--- src/rtl/pipe_ctrl_if.sv ---
// Pipeline hazard/divider/exception control bundle between the pipeline and pipe_ctrl.
// Latency: n/a (wires only).
// Backpressure: stall_o is the backpressure path toward the pipeline stages.
interface pipe_ctrl_if;
    logic        stallreq_id_i;
    logic        div_req_i;
    logic        div_ready_i;
    logic        excp_i;
    logic [31:0] excp_vec_i;
    logic [5:0]  stall_o;
    logic        div_start_o;
    logic        div_annul_o;
    logic        flush_o;
    logic [31:0] new_pc_o;
    logic        div_timeout_o;
    logic [31:0] stall_cnt_o;

    // Pipeline side: raises requests, obeys stall/flush.
    modport master (
        output stallreq_id_i, div_req_i, div_ready_i, excp_i, excp_vec_i,
        input  stall_o, div_start_o, div_annul_o, flush_o, new_pc_o,
        input  div_timeout_o, stall_cnt_o
    );

    // Controller side.
    modport slave (
        input  stallreq_id_i, div_req_i, div_ready_i, excp_i, excp_vec_i,
        output stall_o, div_start_o, div_annul_o, flush_o, new_pc_o,
        output div_timeout_o, stall_cnt_o
    );
endinterface

--- src/rtl/pipe_ctrl.sv ---
// Pipeline stall/flush controller with divider handshake and divider watchdog.
// Latency: stall/start/annul combinational in the request cycle; flush and new_pc one cycle later.
// Backpressure: stall_o freezes {wb,mem,ex,id,if,pc}; exceptions override every stall.
module pipe_ctrl #(
    parameter int DIV_TIMEOUT = 63
) (
    input logic         clk,
    input logic         rst,
    pipe_ctrl_if.slave  bus
);
    typedef enum logic [1:0] {RUN, DIV_WAIT, FLUSH} state_t;

    localparam logic [5:0] STALL_DIV = 6'b001111;
    localparam logic [5:0] STALL_LU  = 6'b000111;
    localparam logic [5:0] WD_LAST   = 6'(DIV_TIMEOUT - 1);

    state_t      state, state_nxt;
    logic [5:0]  wd;
    logic [5:0]  stall;
    logic        start;
    logic        annul;
    logic        pc_ld;
    logic        wd_clr;
    logic        wd_inc;
    logic        timeout_set;
    logic [5:0]  stall_g;
    logic [31:0] new_pc;
    logic [31:0] stall_cnt;
    logic        div_timeout;

    always_comb begin
        state_nxt   = state;
        stall       = '0;
        start       = 1'b0;
        annul       = 1'b0;
        pc_ld       = 1'b0;
        wd_clr      = 1'b0;
        wd_inc      = 1'b0;
        timeout_set = 1'b0;
        case (state)
            RUN: begin
                if (bus.excp_i) begin
                    state_nxt = FLUSH;
                    pc_ld     = 1'b1;
                end else if (bus.div_req_i) begin
                    stall     = STALL_DIV;
                    start     = 1'b1;
                    wd_clr    = 1'b1;
                    state_nxt = DIV_WAIT;
                end else if (bus.stallreq_id_i) begin
                    stall     = STALL_LU;
                end
            end
            DIV_WAIT: begin
                // Exception beats a same-cycle divider result; the result is dropped.
                if (bus.excp_i) begin
                    annul     = 1'b1;
                    pc_ld     = 1'b1;
                    state_nxt = FLUSH;
                end else if (bus.div_ready_i) begin
                    state_nxt = RUN;
                end else if (wd == WD_LAST) begin
                    annul       = 1'b1;
                    timeout_set = 1'b1;
                    state_nxt   = RUN;
                end else begin
                    stall  = STALL_DIV;
                    wd_inc = 1'b1;
                end
            end
            FLUSH: state_nxt = RUN;
            default: state_nxt = RUN;
        endcase
    end

    // Reset holds the combinational outputs quiet even though RUN decodes live inputs.
    assign stall_g           = rst ? 6'b000000 : stall;
    assign bus.stall_o       = stall_g;
    assign bus.div_start_o   = start & ~rst;
    assign bus.div_annul_o   = annul & ~rst;
    assign bus.flush_o       = (state == FLUSH);
    assign bus.new_pc_o      = new_pc;
    assign bus.stall_cnt_o   = stall_cnt;
    assign bus.div_timeout_o = div_timeout;

    always_ff @(posedge clk or posedge rst) begin
        if (rst) begin
            state       <= RUN;
            wd          <= '0;
            new_pc      <= '0;
            stall_cnt   <= '0;
            div_timeout <= 1'b0;
        end else begin
            state <= state_nxt;
            if (wd_clr)
                wd <= '0;
            else if (wd_inc)
                wd <= wd + 6'd1;
            if (pc_ld)
                new_pc <= bus.excp_vec_i;
            if (stall_g != 6'b000000)
                stall_cnt <= stall_cnt + 32'd1;
            if (timeout_set)
                div_timeout <= 1'b1;
        end
    end
endmodule

--- src/flat_wrapper.sv ---
// flat-port wrapper written by rule: the top's interface ports become plain ports
module pipe_ctrl_flat 
#(
    parameter int DIV_TIMEOUT = 63
)
  (clk, rst, bus_stallreq_id_i, bus_div_req_i, bus_div_ready_i, bus_excp_i, bus_excp_vec_i, bus_stall_o, bus_div_start_o, bus_div_annul_o, bus_flush_o, bus_new_pc_o, bus_div_timeout_o, bus_stall_cnt_o);
  pipe_ctrl_if bus_i ();
  input logic clk;
  input logic rst;
  input wire logic [$bits(bus_i.stallreq_id_i)-1:0] bus_stallreq_id_i;
  input wire logic [$bits(bus_i.div_req_i)-1:0] bus_div_req_i;
  input wire logic [$bits(bus_i.div_ready_i)-1:0] bus_div_ready_i;
  input wire logic [$bits(bus_i.excp_i)-1:0] bus_excp_i;
  input wire logic [$bits(bus_i.excp_vec_i)-1:0] bus_excp_vec_i;
  output wire logic [$bits(bus_i.stall_o)-1:0] bus_stall_o;
  output wire logic [$bits(bus_i.div_start_o)-1:0] bus_div_start_o;
  output wire logic [$bits(bus_i.div_annul_o)-1:0] bus_div_annul_o;
  output wire logic [$bits(bus_i.flush_o)-1:0] bus_flush_o;
  output wire logic [$bits(bus_i.new_pc_o)-1:0] bus_new_pc_o;
  output wire logic [$bits(bus_i.div_timeout_o)-1:0] bus_div_timeout_o;
  output wire logic [$bits(bus_i.stall_cnt_o)-1:0] bus_stall_cnt_o;
  assign bus_i.stallreq_id_i = bus_stallreq_id_i;
  assign bus_i.div_req_i = bus_div_req_i;
  assign bus_i.div_ready_i = bus_div_ready_i;
  assign bus_i.excp_i = bus_excp_i;
  assign bus_i.excp_vec_i = bus_excp_vec_i;
  assign bus_stall_o = bus_i.stall_o;
  assign bus_div_start_o = bus_i.div_start_o;
  assign bus_div_annul_o = bus_i.div_annul_o;
  assign bus_flush_o = bus_i.flush_o;
  assign bus_new_pc_o = bus_i.new_pc_o;
  assign bus_div_timeout_o = bus_i.div_timeout_o;
  assign bus_stall_cnt_o = bus_i.stall_cnt_o;
  pipe_ctrl #(.DIV_TIMEOUT(DIV_TIMEOUT)) u_core (.clk(clk), .rst(rst), .bus(bus_i));
endmodule
--- config.mk ---
export PLATFORM = sky130hd
export DESIGN_NAME = pipe_ctrl_flat
export DESIGN_NICKNAME = d
export VERILOG_FILES = /design/src/rtl/pipe_ctrl_if.sv /design/src/rtl/pipe_ctrl.sv /design/src/flat_wrapper.sv
export SDC_FILE = /design/constraint.sdc
export NUM_CORES = 1
export LEC_CHECK = 0
export BUFFER_PORTS_ARGS = -buffer_cell sky130_fd_sc_hd__clkbuf_2
export CORE_MARGIN = 1.5
export CORE_UTILIZATION = 45
export CTS_CLUSTER_DIAMETER = 30
export DETAILED_ROUTE_END_ITERATION = 16
export HOLD_SLACK_MARGIN = 0.1
export PLACE_DENSITY = 0.75
export SLEW_MARGIN = 20
export SYNTH_ARGS = -nofsm -noshare
export SYNTH_HDL_FRONTEND = slang
export SYNTH_SLANG_ARGS = --single-unit
--- constraint.sdc ---
create_clock -name clk -period 2.9 [get_ports clk]
set_input_delay 0.58 -clock clk [delete_from_list [all_inputs] [get_ports clk]]
set_output_delay 0.58 -clock clk [all_outputs]
set_load 0.05 [all_outputs]
### Yosys cells after proc, flatten, opt, wreduce, memory -nomap -nowiden

Index checks and enable logic that the tools add are counted.

* register bits: 73
* output and inout bits: 74
* input bits: 38

* reductions and logical operators: 5
* add/subtract/negate cells: 2
* eq/ne operators: 5
* bitwise gates (word level): 3
* muxes and demuxes: 31

Operators by type and width (count)
* 6-bit two-way mux: 7
* 32-bit by 1-bit adder with 32-bit output, second input constant: 1
* 1-bit two-way mux: 15
* 6-bit case mux with 2 select lines: 1
* 2-bit two-way mux: 5
* 6-bit by 1-bit adder with 6-bit output, second input constant: 1
* 6-bit == test, second input constant: 1
* 6-bit nonzero test: 1
* 4-bit two-way mux: 1
* 4-bit by 3-bit inequality test with 1-bit output, second input constant: 1
* 2-bit case mux with 2 select lines: 1
* 3-bit two-way mux: 1
* 3-bit inequality test, second input constant: 1
* 1-bit bitwise AND: 2
* 2-bit by 1-bit == test with 1-bit output, second input constant: 1
* 2-bit == test, second input constant: 1
* 2-bit zero test: 1
* 2-bit AND reduction: 1
* 2-bit nonzero test: 1
* 2-bit OR reduction: 1
* 1-bit inverter: 1

### Longest topological paths before layout

Gate-level depths: netlist of run 1.

* depth in word-level cells: 7
* gate-level depth with buffers: 8

### Worst setup path after synthesis of run 1

OpenSTA, ideal clock, no wires.

* path type: input-to-output
* start: in rst
* end: out bus_div_start_o
* slack: -390 ps
* data arrival time: 2710 ps
* stages on the path: 2
* cells stage by stage: inv_1 and2_1

* word-level cells in the longest chain between the ends: 2

RTL lines
* start: declaration: RTL line flat_wrapper.sv:9 `input logic rst;`
* 1-bit inverter: RTL line pipe_ctrl.sv:79 `assign bus.div_start_o = start & ~rst;`
* 1-bit bitwise AND: RTL line pipe_ctrl.sv:79
* end: declaration: RTL line flat_wrapper.sv:16 `output wire logic [$bits(bus_i.div_start_o)-1:0] bus_div_start_o;`

No other way between the ends.

### Worst setup path after layout of run 1

* start: reg u_core.state[1]
* end: out bus_stall_o[3]

* word-level cells in the longest chain between the ends: 3
* elaborated cells on any way between the ends: 4
* classes of those cells: eq/ne: 1; mux: 2; reduce/logical: 1

RTL lines
* start: declaration: RTL line pipe_ctrl.sv:17 `state_t state, state_nxt;`
* start signal: assignment: RTL line pipe_ctrl.sv:94 `state <= state_nxt;`
* 2-bit by 1-bit == test with 1-bit output or 2-bit zero test (tied branches): RTL line pipe_ctrl.sv:40 `case (state)`
* 6-bit case mux with 2 select lines *: RTL line pipe_ctrl.sv:40
* 6-bit two-way mux *: RTL line pipe_ctrl.sv:77 `assign stall_g = rst ? 6'b000000 : stall;`
* end: declaration: RTL line flat_wrapper.sv:15 `output wire logic [$bits(bus_i.stall_o)-1:0] bus_stall_o;`

Mark *: on every way between the ends. The rest lies on a longest branch, timed or not.

==> metrics.md, run 1 <==
| Metric | Value |
|---|---|
| GRT Resource Usage Total | `18.0%` |
| Most common cell after layout, fill and taps aside | `clkbuf_2` |
| Number of diodes | `0` |
| Worst Setup Start Kind | `register` |
| Total I/O pin count | `approximately 110` |
| Number of vias per cell | `4.92` |
| Routed Antenna Nets | `0` |
| CP max FO | `5` |
| Worst slew pin tran | `approximately 0.90 ns` |
| Most frequent cells in the layout | `clkbuf_2, dfrtp_1, mux2_2` |
| Max cap viols | `0` |
| Share of layout cells above drive strength 1 | `48.1%` |
| CTS tree | `done` |
| Fin nets | `about 400` |
| HPWL after DPL | `4770 um` |
| Final Power | `2.88 mW` |
| Post-CTS setup buffer count | `0` |
| Outcome | `complete, no violations` |
| Reg clk slew, reported paths | `0.08 ns` |
| Crit. End Element | `primary output` |
| Hold slack | `around 0.47 ns` |
| Global-route wire length before repair | `~11,000 um` |
| Largest net degree at the start of global routing | `74` |
| Placed Area | `3870 sq um` |
| Post-CTS Hold Fix Bufs | `0` |
| Gate Count Post-Synth | `253` |
| Yosys cell types | `36` |
| Die Ht | `87.6 um` |
| Via count | `~2,300` |
| Row count | `30` |
| Yosys Warn Count | `0` |
| Power Density | `702 nW/um^2` |
| Avg Cell Area, Syn | `12.7 sq um` |
| Setup TNS Final | `0 ns` |
| Initial Util | `46.9%` |
| H-tree depth | `3` |
| Number of I/O port buffers | `about 110` |
| Fin area | `4100 sq um` |
| Yosys reg bits | `73` |
| Chip Width | `87.6 um` |
| Max Freq | `~370 MHz` |
| Maximum vdd drop | `455 uV` |
| Initial drt markers | `72` |
| RSZ-0062 raised after global routing | `false` |
| Wire length on met2 | `3090 um` |
| 1st-pass router iterations | `4` |
| Crit path arrival time | `2.16 ns` |
| Met3 wire length | `554 um` |
| P&R area growth vs syn | `27.2%` |
| P_leak | `2.05 nW` |
| Final setup violation count | `0` |
| CTS max path bufs | `2` |
| Post-cts sizing count | `0` |
| Final Util | `59.7%` |
| Worst-Skew Late Latency | `0.33 ns` |
| CORE AREA | `6870 sq um` |
| DRC | `0` |
| Mapped cell area | `3220 sq um` |
| Final wirelength | `6480 um` |
| CTS Root Cell | `clkbuf_8` |
| Critical Path RT | `2.32 ns` |
| Average wire per standard cell | `13.8 um` |
| Top Metal Used | `met4` |
| Type of the most critical hold path | `register to register` |
| Vias in the first global route | `2,411` |
| Grt total ovfl | `0` |
| Rel. slew slack | `approximately two fifths` |
| Register area share after synthesis | `56.7%` |
| CTS buffer count | `9` |
| Initial antenna violation count | `0` |
| Clock Skew | `~0.0083 ns` |
| Slew Viols, Final | `0` |
| Post-route minimum period | `between 2 and 3 ns` |
| Clock Sinks | `73` |
| Final Hold Fails | `0` |
| Full die area | `7680 sq um` |
| Final GP Congestion | `a little under 0.8` |
| Routed met1 length | `2750 um` |
| WS Path Type | `register to primary output` |
| Fin crit share | `94.4%` |
cells by family (layout without fill, tap and decap cells):
| logic type | Yosys count | after routing | synth area share [%] |
|---|---|---|---|
| and+or+nand+nor | 82 | 82 | 14.9 |
| DFF | 73 | 73 | 56.7 |
| xor gates and xnor gates | 36 | 36 | 9.78 |
| muxes | 33 | 33 | 11.5 |
| buffers and inverters | 18 | 138 | 3.07 |
| AOI/OAI and AO/OA | 7 | 7 | 2.76 |
| adders and majority gates | 3 | 3 | 1.16 |
| other | 1 | 2 | 0.116 |
through the flow:
step,setup WS (ns),std cells
after floorplan,0.0972,254
after detailed placement,0.218,454
after global routing,0.0659,470
after CTS,0.136,470
final,0.161,470
after global placement,0.243,454
metal layers:
metal,GRT usage [%],up-vias
li1,-,1099
met1,21.8,1124
met2,29.3,81
met3,6.69,8
met4,6.93,0
met5,0,-
synthesized netlist by cell type:
cell type | number | area [sq um]
nor3_1 | 7 | 35.0
nor2b_1 | 2 | 12.5
and3_1 | 4 | 25.0
buf_4 | 4 | 30.0
nand3_1 | 9 | 45.0
o21bai_1 | 1 | 7.51
nor2_1 | 17 | 63.8
nor3b_2 | 2 | 25.0
nor4b_1 | 1 | 8.76
nand2_2 | 1 | 6.26
nand2_1 | 10 | 37.5
o21ai_2 | 1 | 8.76
xor2_1 | 21 | 184
nor4_4 | 1 | 21.3
a211oi_1 | 1 | 7.51
xnor2_1 | 15 | 131
nor3_2 | 4 | 40.0
inv_1 | 7 | 26.3
dfrtp_1 | 73 | 1830
o2111a_2 | 1 | 12.5
ha_1 | 3 | 37.5
and2_1 | 4 | 25.0
conb_1 | 1 | 3.75
mux2_2 | 33 | 372
and2b_1 | 1 | 7.51
clkbuf_1 | 4 | 15.0
a31oi_4 | 1 | 21.3
nand4_1 | 13 | 81.3
o211a_1 | 1 | 10.0
buf_2 | 1 | 5.00
or2_2 | 1 | 6.26
o211ai_4 | 1 | 21.3
or4b_4 | 1 | 13.8
and4_1 | 1 | 8.76
buf_6 | 2 | 22.5
nor4_1 | 3 | 18.8
state kept, by name (all words and copies together) (netlist names):
signal / cells
u_core.wd: 6
u_core.bus.new_pc_o: 32
u_core.bus.div_timeout_o: 1
u_core.bus.stall_cnt_o: 32
u_core.state: 2
worst max-delay path, cell delays in order (launching register included):
cell	delay, ns
dfrtp_1	0.43
or4b_4	0.55
a31oi_4	0.27
or2_2	0.18
and2_1	0.12
clkbuf_2	0.28
worst paths after layout:
kind                                                        start                                      to  slack, ns  depth (start not counted)
setup / recovery                      u_core.state[1]$_DFFE_PP0P_                          bus_stall_o[3]       0.16                          5
hold / removal             u_core.bus.stall_cnt_o[31]$_DFFE_PP0P_  u_core.bus.stall_cnt_o[31]$_DFFE_PP0P_       0.47                          1
setup reg to reg                      u_core.state[1]$_DFFE_PP0P_  u_core.bus.stall_cnt_o[29]$_DFFE_PP0P_       0.69                          6
hold reg to reg            u_core.bus.stall_cnt_o[31]$_DFFE_PP0P_  u_core.bus.stall_cnt_o[31]$_DFFE_PP0P_       0.47                          1
max in group asynchronous                                     rst     u_core.bus.new_pc_o[28]$_DFFE_PP0P_       1.77                          3
min in group asynchronous                                     rst      u_core.bus.new_pc_o[0]$_DFFE_PP0P_       0.55                          3
where the power goes:
part	internal, mW	switching, mW
clock	0.529	0.363
combinational	0.199	0.550
sequential	1.13	0.111
total	1.86	1.02
area by class of cell:
| cell class | instances | area [sq um] |
|---|---|---|
| Fill cell | 595 | 2770 |
| Sequential cell | 73 | 1830 |
| Multi-Input combinational cell | 163 | 1310 |
| Timing Repair Buffer | 115 | 591 |
| Clock buffer | 11 | 151 |
| Tap cell | 96 | 120 |
| Clock inverter | 5 | 77.6 |
| Inverter | 7 | 30.0 |
No activity file was read; power rests on OpenSTA's default activity.
==> run 2, diff against run 1 <==
--- a/config.mk
+++ b/config.mk
@@ -5,9 +5,10 @@
 export SDC_FILE = /design/constraint.sdc
 export NUM_CORES = 1
 export LEC_CHECK = 0
+export ABC_AREA = 1
 export BUFFER_PORTS_ARGS = -buffer_cell sky130_fd_sc_hd__clkbuf_2
 export CORE_MARGIN = 1.5
-export CORE_UTILIZATION = 45
+export CORE_UTILIZATION = 47
 export CTS_CLUSTER_DIAMETER = 30
 export DETAILED_ROUTE_END_ITERATION = 16
 export HOLD_SLACK_MARGIN = 0.1
==> run 2 against run 1 <==
Final cell count up 61%. Total power down 3.4%. Clock power up 2.6%. Global-route usage up 3.7 points. Combinational power down 11%. Setup slack better by 0.017 ns.
==> metrics.md, run 2 <==
| Metric | Value |
|---|---|
| Critical Path RT | `2.32 ns` |
| Yosys reg bits | `73` |
| Post-synth EDFFs | `0` |
| CP max FO | `35` |
| Initial antenna violation count | `0` |
| Reg clk slew, reported paths | `0.08 ns` |
| Grt total ovfl | `0` |
| Vias in the first global route | `3,298` |
| Commonest cells post-synth | `nand2_1, dfrtp_1, nor2_1` |
| Crit path arrival time | `between 2 and 2.5 ns` |
| CORE AREA | `8130 sq um` |
| M3 GR Usage | `6.07%` |
| GRT Resource Usage Total | `about 22%` |
| CTS Root Cell | `clkbuf_8` |
| WS Path Type | `register to primary output` |
| Power Density | `roughly 590 nW/um^2` |
| Largest net degree at the start of global routing | `74` |
| RSZ-0062 raised after global routing | `true` |
| Fin nets | `690` |
| Filler Cell Count | `798` |
| Fin area | `approximately 4700 sq um` |
| Most frequent CP cell | `inv_1` |
| HPWL after DPL | `6560 um` |
| Mux contribution to synthesized area | `0%` |
| Worst path slowest cell | `dfrtp_1` |
| Final Power | `about 2.8 mW` |
| GRT busiest layer | `met2` |
| CP Buf/Inv Count | `4` |
| CTS tree | `done` |
| Simple-gate share of the synthesized area | `between 40 and 50%` |
| Worst slew pin tran | `0.919 ns` |
| Via count | `roughly 3,600` |
| Slew Viols, Final | `0` |
| Number of vias per cell | `around 4.7` |
| Yosys cell types | `30` |
| Async set-reset flop share out of synthesis | `100%` |
| Worst Setup Start Kind | `register` |
| Hold slack | `0.426 ns` |
| Mapped cell area | `3890 sq um` |
| Biggest area consumer among synthesized cells | `dfrtp_1` |
| H-tree depth | `3` |
| Number of diodes | `0` |
| Number of I/O port buffers | `109` |
| 1st-pass router iterations | `4` |
| Routed Antenna Nets | `0` |
| Final wirelength | `8870 um` |
| R2r setup slk | `between 1 and 1.5 ns` |
| Share of layout cells above drive strength 1 | `around 22%` |
| Met1 Use GR | `26.8%` |
| DRC | `0` |
| Largest family of logic cells by synthesized area | `simple AND/OR/NAND/NOR gates` |
| Worst-Skew Late Latency | `0.35 ns` |
| Type of the most critical hold path | `input pin to register` |
| Full die area | `8840 sq um` |
| Global-route wire length before repair | `15,000 um` |
| CTS max path bufs | `2` |
| Most frequent cell after synthesis | `nand2_1` |
| Max Freq | `367 MHz` |
| P_leak | `2.59 nW` |
| Gate Count Post-Synth | `542` |
| Outcome | `complete, no violations` |
| Fin crit share | `93.9%` |
| Most frequent cells in the layout | `nand2_1, clkbuf_2, dfrtp_1` |
| Max cap viols | `0` |
| Dominant cells by area after synthesis | `dfrtp_1, nand2_1, nor2_1` |
| Yosys Warn Count | `0` |
| Ys flop type | `dfrtp_1` |
| Final Hold Fails | `0` |
| Clock Skew | `0.0135 ns` |
| Average wire per standard cell | `11.7 um` |
| Row count | `33` |
| Register area share after synthesis | `46.9%` |
| Final setup violation count | `0` |
| Post-route minimum period | `2.72 ns` |
| Synth Area in Compound Gates | `1.48%` |
| Fraction of the mapped netlist area in adder cells | `0.964%` |
| Most common cell after layout, fill and taps aside | `nand2_1` |
| P&R area growth vs syn | `20.8%` |
| Total I/O pin count | `112` |
| Worst path max stage delay | `~0.43 ns` |
| Critical path, cell by cell | `inv_1 > ha_1 > inv_1 > nor2_2 > nand3_1 > nand2_2 > nand2_4 > nand2_8 > inv_6 > buf_2` |
| Post-CTS Hold Fix Bufs | `0` |
| Xor-xnor portion of the synthesized cell area | `under 10%` |
| Rel. slew slack | `38.6%` |
| Clock Sinks | `73` |
| Die Ht | `94.0 um` |
| Initial Util | `47.9%` |
| Family with the most delay on the worst path | `buffers and inverters` |
| Crit. End Element | `primary output` |
| Final GP Congestion | `0.907` |
| Initial drt markers | `122` |
| CTS buffer count | `9` |
| Placed Area | `4480 sq um` |
| Synth top area share | `46.9%` |
| Chip Width | `94.0 um` |
| Maximum vdd drop | `~330 uV` |
| GR Layer Usage met2 | `between 30% and 40%` |
| Avg Cell Area, Syn | `7.19 sq um` |
==> run 2: changes by cell type after synthesis, sizes merged, moves of 5 or more <==
cell,previous run,this run
nand3b,0,5
xnor2,15,3
buf,7,13
nor3,11,2
xor2,21,13
inv,7,33
nor2,17,58
mux2,33,0
nand3,9,18
nand2,11,306
nand4,13,1
==> run 2: power by group <==
part | switching (mW) | internal (mW) | total [mW]
Clock | 0.386 | 0.528 | 0.915
Sequential | 0.0862 | 1.11 | 1.20
Combinational | 0.520 | 0.150 | 0.669
Total | 0.992 | 1.79 | 2.78
==> run 2: stage by stage <==
step / utilization [%] / setup WS (ns) / cells / TNS, ns
2_1_floorplan: - / -0.0240 / 543 / -0.0479
3_3_place_gp: 55.0 / 0.390 / 743 / 0
3_5_place_dp: 55.0 / 0.373 / 743 / 0
4_1_cts: 57.8 / 0.129 / 759 / 0
5_1_grt: 57.8 / -0.00928 / 759 / -0.0255
6_report: 57.8 / 0.178 / 759 / 0
==> run 2: logic make-up (layout without fill, tap and decap cells) <==
group                      after synthesis  in the layout
buffers and inverters                   49            160
other                                    1              2
adders and majority gates                3              3
DFF                                     73             73
AOI/OAI and AO/OA                       10             10
xor gates and xnor gates                16             16
and+or+nand+nor                        390            390
==> run 2: cell type report <==
cell class | count | area (sq um) | area share [%]
multi-input cells | 421 | 1820 | 38.8
inverters | 33 | 133 | 2.82
clock buffers | 11 | 151 | 3.22
clock inverters | 5 | 77.6 | 1.65
well taps | 105 | 131 | 2.79
flip-flops and latches | 73 | 1830 | 38.8
repair buffers | 111 | 561 | 11.9
==> run 2: path summary, 6_finish.rpt <==
kind	cells after the start	end	from
worst max-delay path	10	bus_stall_o[0]	u_core.wd[0]$_DFFE_PP0P_
worst min-delay path	3	u_core.bus.new_pc_o[1]$_DFFE_PP0P_	bus_excp_vec_i[1]
worst max register to register	11	u_core.bus.stall_cnt_o[18]$_DFFE_PP0P_	u_core.wd[0]$_DFFE_PP0P_
worst min register to register	2	u_core.bus.new_pc_o[8]$_DFFE_PP0P_	u_core.bus.new_pc_o[8]$_DFFE_PP0P_
max in group asynchronous	3	u_core.bus.new_pc_o[29]$_DFFE_PP0P_	rst
min in group asynchronous	3	u_core.bus.stall_cnt_o[12]$_DFFE_PP0P_	rst
==> run 2: tightest hold or removal path, stage by stage <==
cell      delay, ns
clkbuf_2       0.07
nand2_1        0.04
nand2_1        0.05
==> run 2: repair_timing <==
item | 4_1_cts | 5_1_grt
gates resized for setup | 0 | 3
endpoints found under the setup margin | 0 | 3
buffers inserted | 0 | 0
==> run 2: layer usage <==
layer  wire length [um]  vias up
li1                   -     1847
met1               4030     1612
met2               4040      102
met3                580       19
met4                215        0
met5                  0        -
==> run 3, diff against run 2 <==
--- a/config.mk
+++ b/config.mk
@@ -5,13 +5,13 @@
 export SDC_FILE = /design/constraint.sdc
 export NUM_CORES = 1
 export LEC_CHECK = 0
-export ABC_AREA = 1
 export BUFFER_PORTS_ARGS = -buffer_cell sky130_fd_sc_hd__clkbuf_2
 export CORE_MARGIN = 1.5
-export CORE_UTILIZATION = 47
+export CORE_UTILIZATION = 45
 export CTS_CLUSTER_DIAMETER = 30
 export DETAILED_ROUTE_END_ITERATION = 16
 export HOLD_SLACK_MARGIN = 0.1
+export MAX_ROUTING_LAYER = met4
 export PLACE_DENSITY = 0.75
 export SLEW_MARGIN = 20
 export SYNTH_ARGS = -nofsm -noshare
==> run 3 against run 2 <==
Routed wire length is 27% lower. Cell area is 13% lower. Utilization is 1.9 points higher. Via count is 35% lower. Die area is 13% lower. Count of clock-buffer cells in the layout stayed put. Register-to-register slack worse by 0.46 ns. Total power is 3.5% higher. Setup slack worse by 0.020 ns. Sequential power is 3% higher. Worst hold slack better by 0.049 ns. First-iteration DRC count is 32% lower.
==> metrics.md, run 3 (synthesized netlist as in run 1, its figures left out) <==
| Metric | Value |
|---|---|
| Clock Skew | `0.00824 ns` |
| Setup TNS Final | `0 ns` |
| Initial drt markers | `83` |
| Final wirelength | `between 6000 and 7000 um` |
| Max cap viols | `0` |
| Critical path, cell by cell | `or4b_4 > a31oi_4 > or2_2 > and2_1 > clkbuf_2` |
| Grt total ovfl | `0` |
| Final setup violation count | `0` |
| Worst reg2reg path depth | `6` |
| Initial antenna violation count | `0` |
| Routed Antenna Nets | `0` |
| CTS Root Cell | `clkbuf_8` |
| Global-route wire length before repair | `roughly 11,000 um` |
| H-tree depth | `3` |
| Worst path slowest cell | `or4b_4` |
| R2r setup slk | `0.69 ns` |
| Post-CTS Hold Fix Bufs | `0` |
| Rel. slew slack | `40.1%` |
| P&R area growth vs syn | `27.2%` |
| Number of diodes | `0` |
| Share of layout cells above drive strength 1 | `roughly half` |
| Max Freq | `365 MHz` |
| Via count | `approximately 2,300` |
| CTS tree | `done` |
| Outcome | `complete, no violations` |
| Critical Path RT | `2.32 ns` |
| Type of the most critical hold path | `register to register` |
| Final std cells w/o fill | `470` |
| Worst slew pin tran | `0.899 ns` |
| Crit. End Element | `primary output` |
| RSZ-0062 raised after global routing | `false` |
| Hold Path Sink | `u_core.bus.stall_cnt_o[31]$_DFFE_PP0P_` |
| Final Power | `approximately 2.9 mW` |
| Clock Sinks | `73` |
| DRC | `0` |
| Slew Viols, Final | `0` |
| Most common cell after layout, fill and taps aside | `clkbuf_2` |
| Fin nets | `410` |
| Most frequent cells in the layout | `clkbuf_2, dfrtp_1, mux2_2` |
| Full die area | `7680 sq um` |
| Maximum vdd drop | `455 uV` |
| HP Start | `u_core.bus.stall_cnt_o[31]$_DFFE_PP0P_` |
| Crit path arrival time | `2.16 ns` |
| CORE AREA | `6870 sq um` |
| CP max FO | `5` |
| Worst path max stage delay | `0.55 ns` |
| Filler Cell Count | `595` |
| Reg2reg end | `u_core.bus.stall_cnt_o[29]$_DFFE_PP0P_` |
| Average wire per standard cell | `13.8 um` |
| P_leak | `2.05 nW` |
| Post-CTS setup buffer count | `0` |
| Post-cts sizing count | `0` |
| Power Density | `roughly 700 nW/um^2` |
| Final Hold Fails | `0` |
| CTS max path bufs | `2` |
| Number of vias per cell | `4.94` |
| Reg clk slew, reported paths | `about 0.080 ns` |
| Worst-Skew Late Latency | `0.33 ns` |
| Total I/O pin count | `112` |
| Number of I/O port buffers | `roughly 110` |
| Fin crit share | `a little over nine tenths` |
| CP Buf/Inv Count | `1` |
| Die Ht | `87.6 um` |
| DP Cell Count | `454` |
| Largest net degree at the start of global routing | `74` |
| Chip Width | `87.6 um` |
| Worst Setup Start Kind | `register` |
| 1st-pass router iterations | `4` |
| Family with the most delay on the worst path | `simple AND/OR/NAND/NOR gates` |
| RR Startpoint | `u_core.state[1]$_DFFE_PP0P_` |
| Hold slack | `approximately 0.47 ns` |
| WS Path Type | `register to primary output` |
| Post-route minimum period | `2.74 ns` |
| Initial Util | `between 40% and 50%` |
| GRT Resource Usage Total | `18.6%` |
| Vias in the first global route | `2,408` |
| HPWL after DPL | `about 4800 um` |
| Row count | `30` |
| Hold Path Depth | `1` |
| CTS buffer count | `9` |
| Final GP Congestion | `0.799` |
==> run 3: cell count changes in the layout (fill, tap and decap cells not counted), sizes merged, moves of 9 or more <==
cell	previous run	this run
inv	32	6
mux2	0	33
nand2	306	11
nand3	18	9
nand4	1	13
nor2	58	17
nor3	2	11
xnor2	3	15
==> run 3: how the worst max path moves through the flow <==
| stage | cells past startpoint | end | slack (ns) | startpoint |
|---|---|---|---|---|
| floorplan | 6 | bus_stall_o[1] | 0.1 | bus_excp_i |
| global placement | 6 | bus_stall_o[3] | 0.24 | bus_excp_i |
| detailed placement | 6 | bus_stall_o[3] | 0.22 | bus_excp_i |
| CTS | 5 | bus_stall_o[3] | 0.14 | u_core.state[1]$_DFFE_PP0P_ |
| global route | 5 | bus_stall_o[3] | 0.07 | u_core.state[1]$_DFFE_PP0P_ |
| finish | 5 | bus_stall_o[3] | 0.16 | u_core.state[1]$_DFFE_PP0P_ |
==> run 3: power by group <==
group / switching (mW) / internal (mW) / leakage [nW]
Sequential: 0.111 / 1.13 / 0.913
Combinational: 0.550 / 0.200 / 1.03
Clock: 0.364 / 0.529 / 0.115
Total: 1.02 / 1.86 / 2.05
==> run 3: stage by stage <==
stage               instance area [sq um]  util [%]  setup WS, ns
finish                               4100      59.7         0.158
CTS                                  4100      59.7         0.136
global route                         4100      59.7        0.0679
detailed placement                   3870      56.4         0.218
floorplan                            3230         -        0.0972
global placement                     3870      56.4         0.243
==> run 3: area by class of cell <==
class,instances,area (sq um),share of cell area (%)
timing repair buffer,115,591,14.4
tap,96,120,2.93
clock buffer,11,151,3.69
multi-input combinational,163,1310,31.8
clock inverter,5,77.6,1.89
sequential,73,1830,44.5
inverter,7,30.0,0.732
==> run 3: worst register-to-register path, delay by kind of cell, from the launching register on <==
kind / cells / cell delay [ns]
AOI/OAI and AO/OA: 2 / 0.39
xor gates and xnor gates: 1 / 0.18
and+or+nand+nor: 2 / 0.92
buffers and inverters: 1 / 0.22
DFF: 1 / 0.43
==> run 3: layer usage <==
layer	up-vias	GRT usage [%]	routed length, um	share of wire (%)
met5	-	-	0	0
met4	0	6.93	89	1.4
met3	10	5.28	486	7.5
met2	83	29.3	3090	48
met1	1130	22.7	2820	43
li1	1099	-	-	-
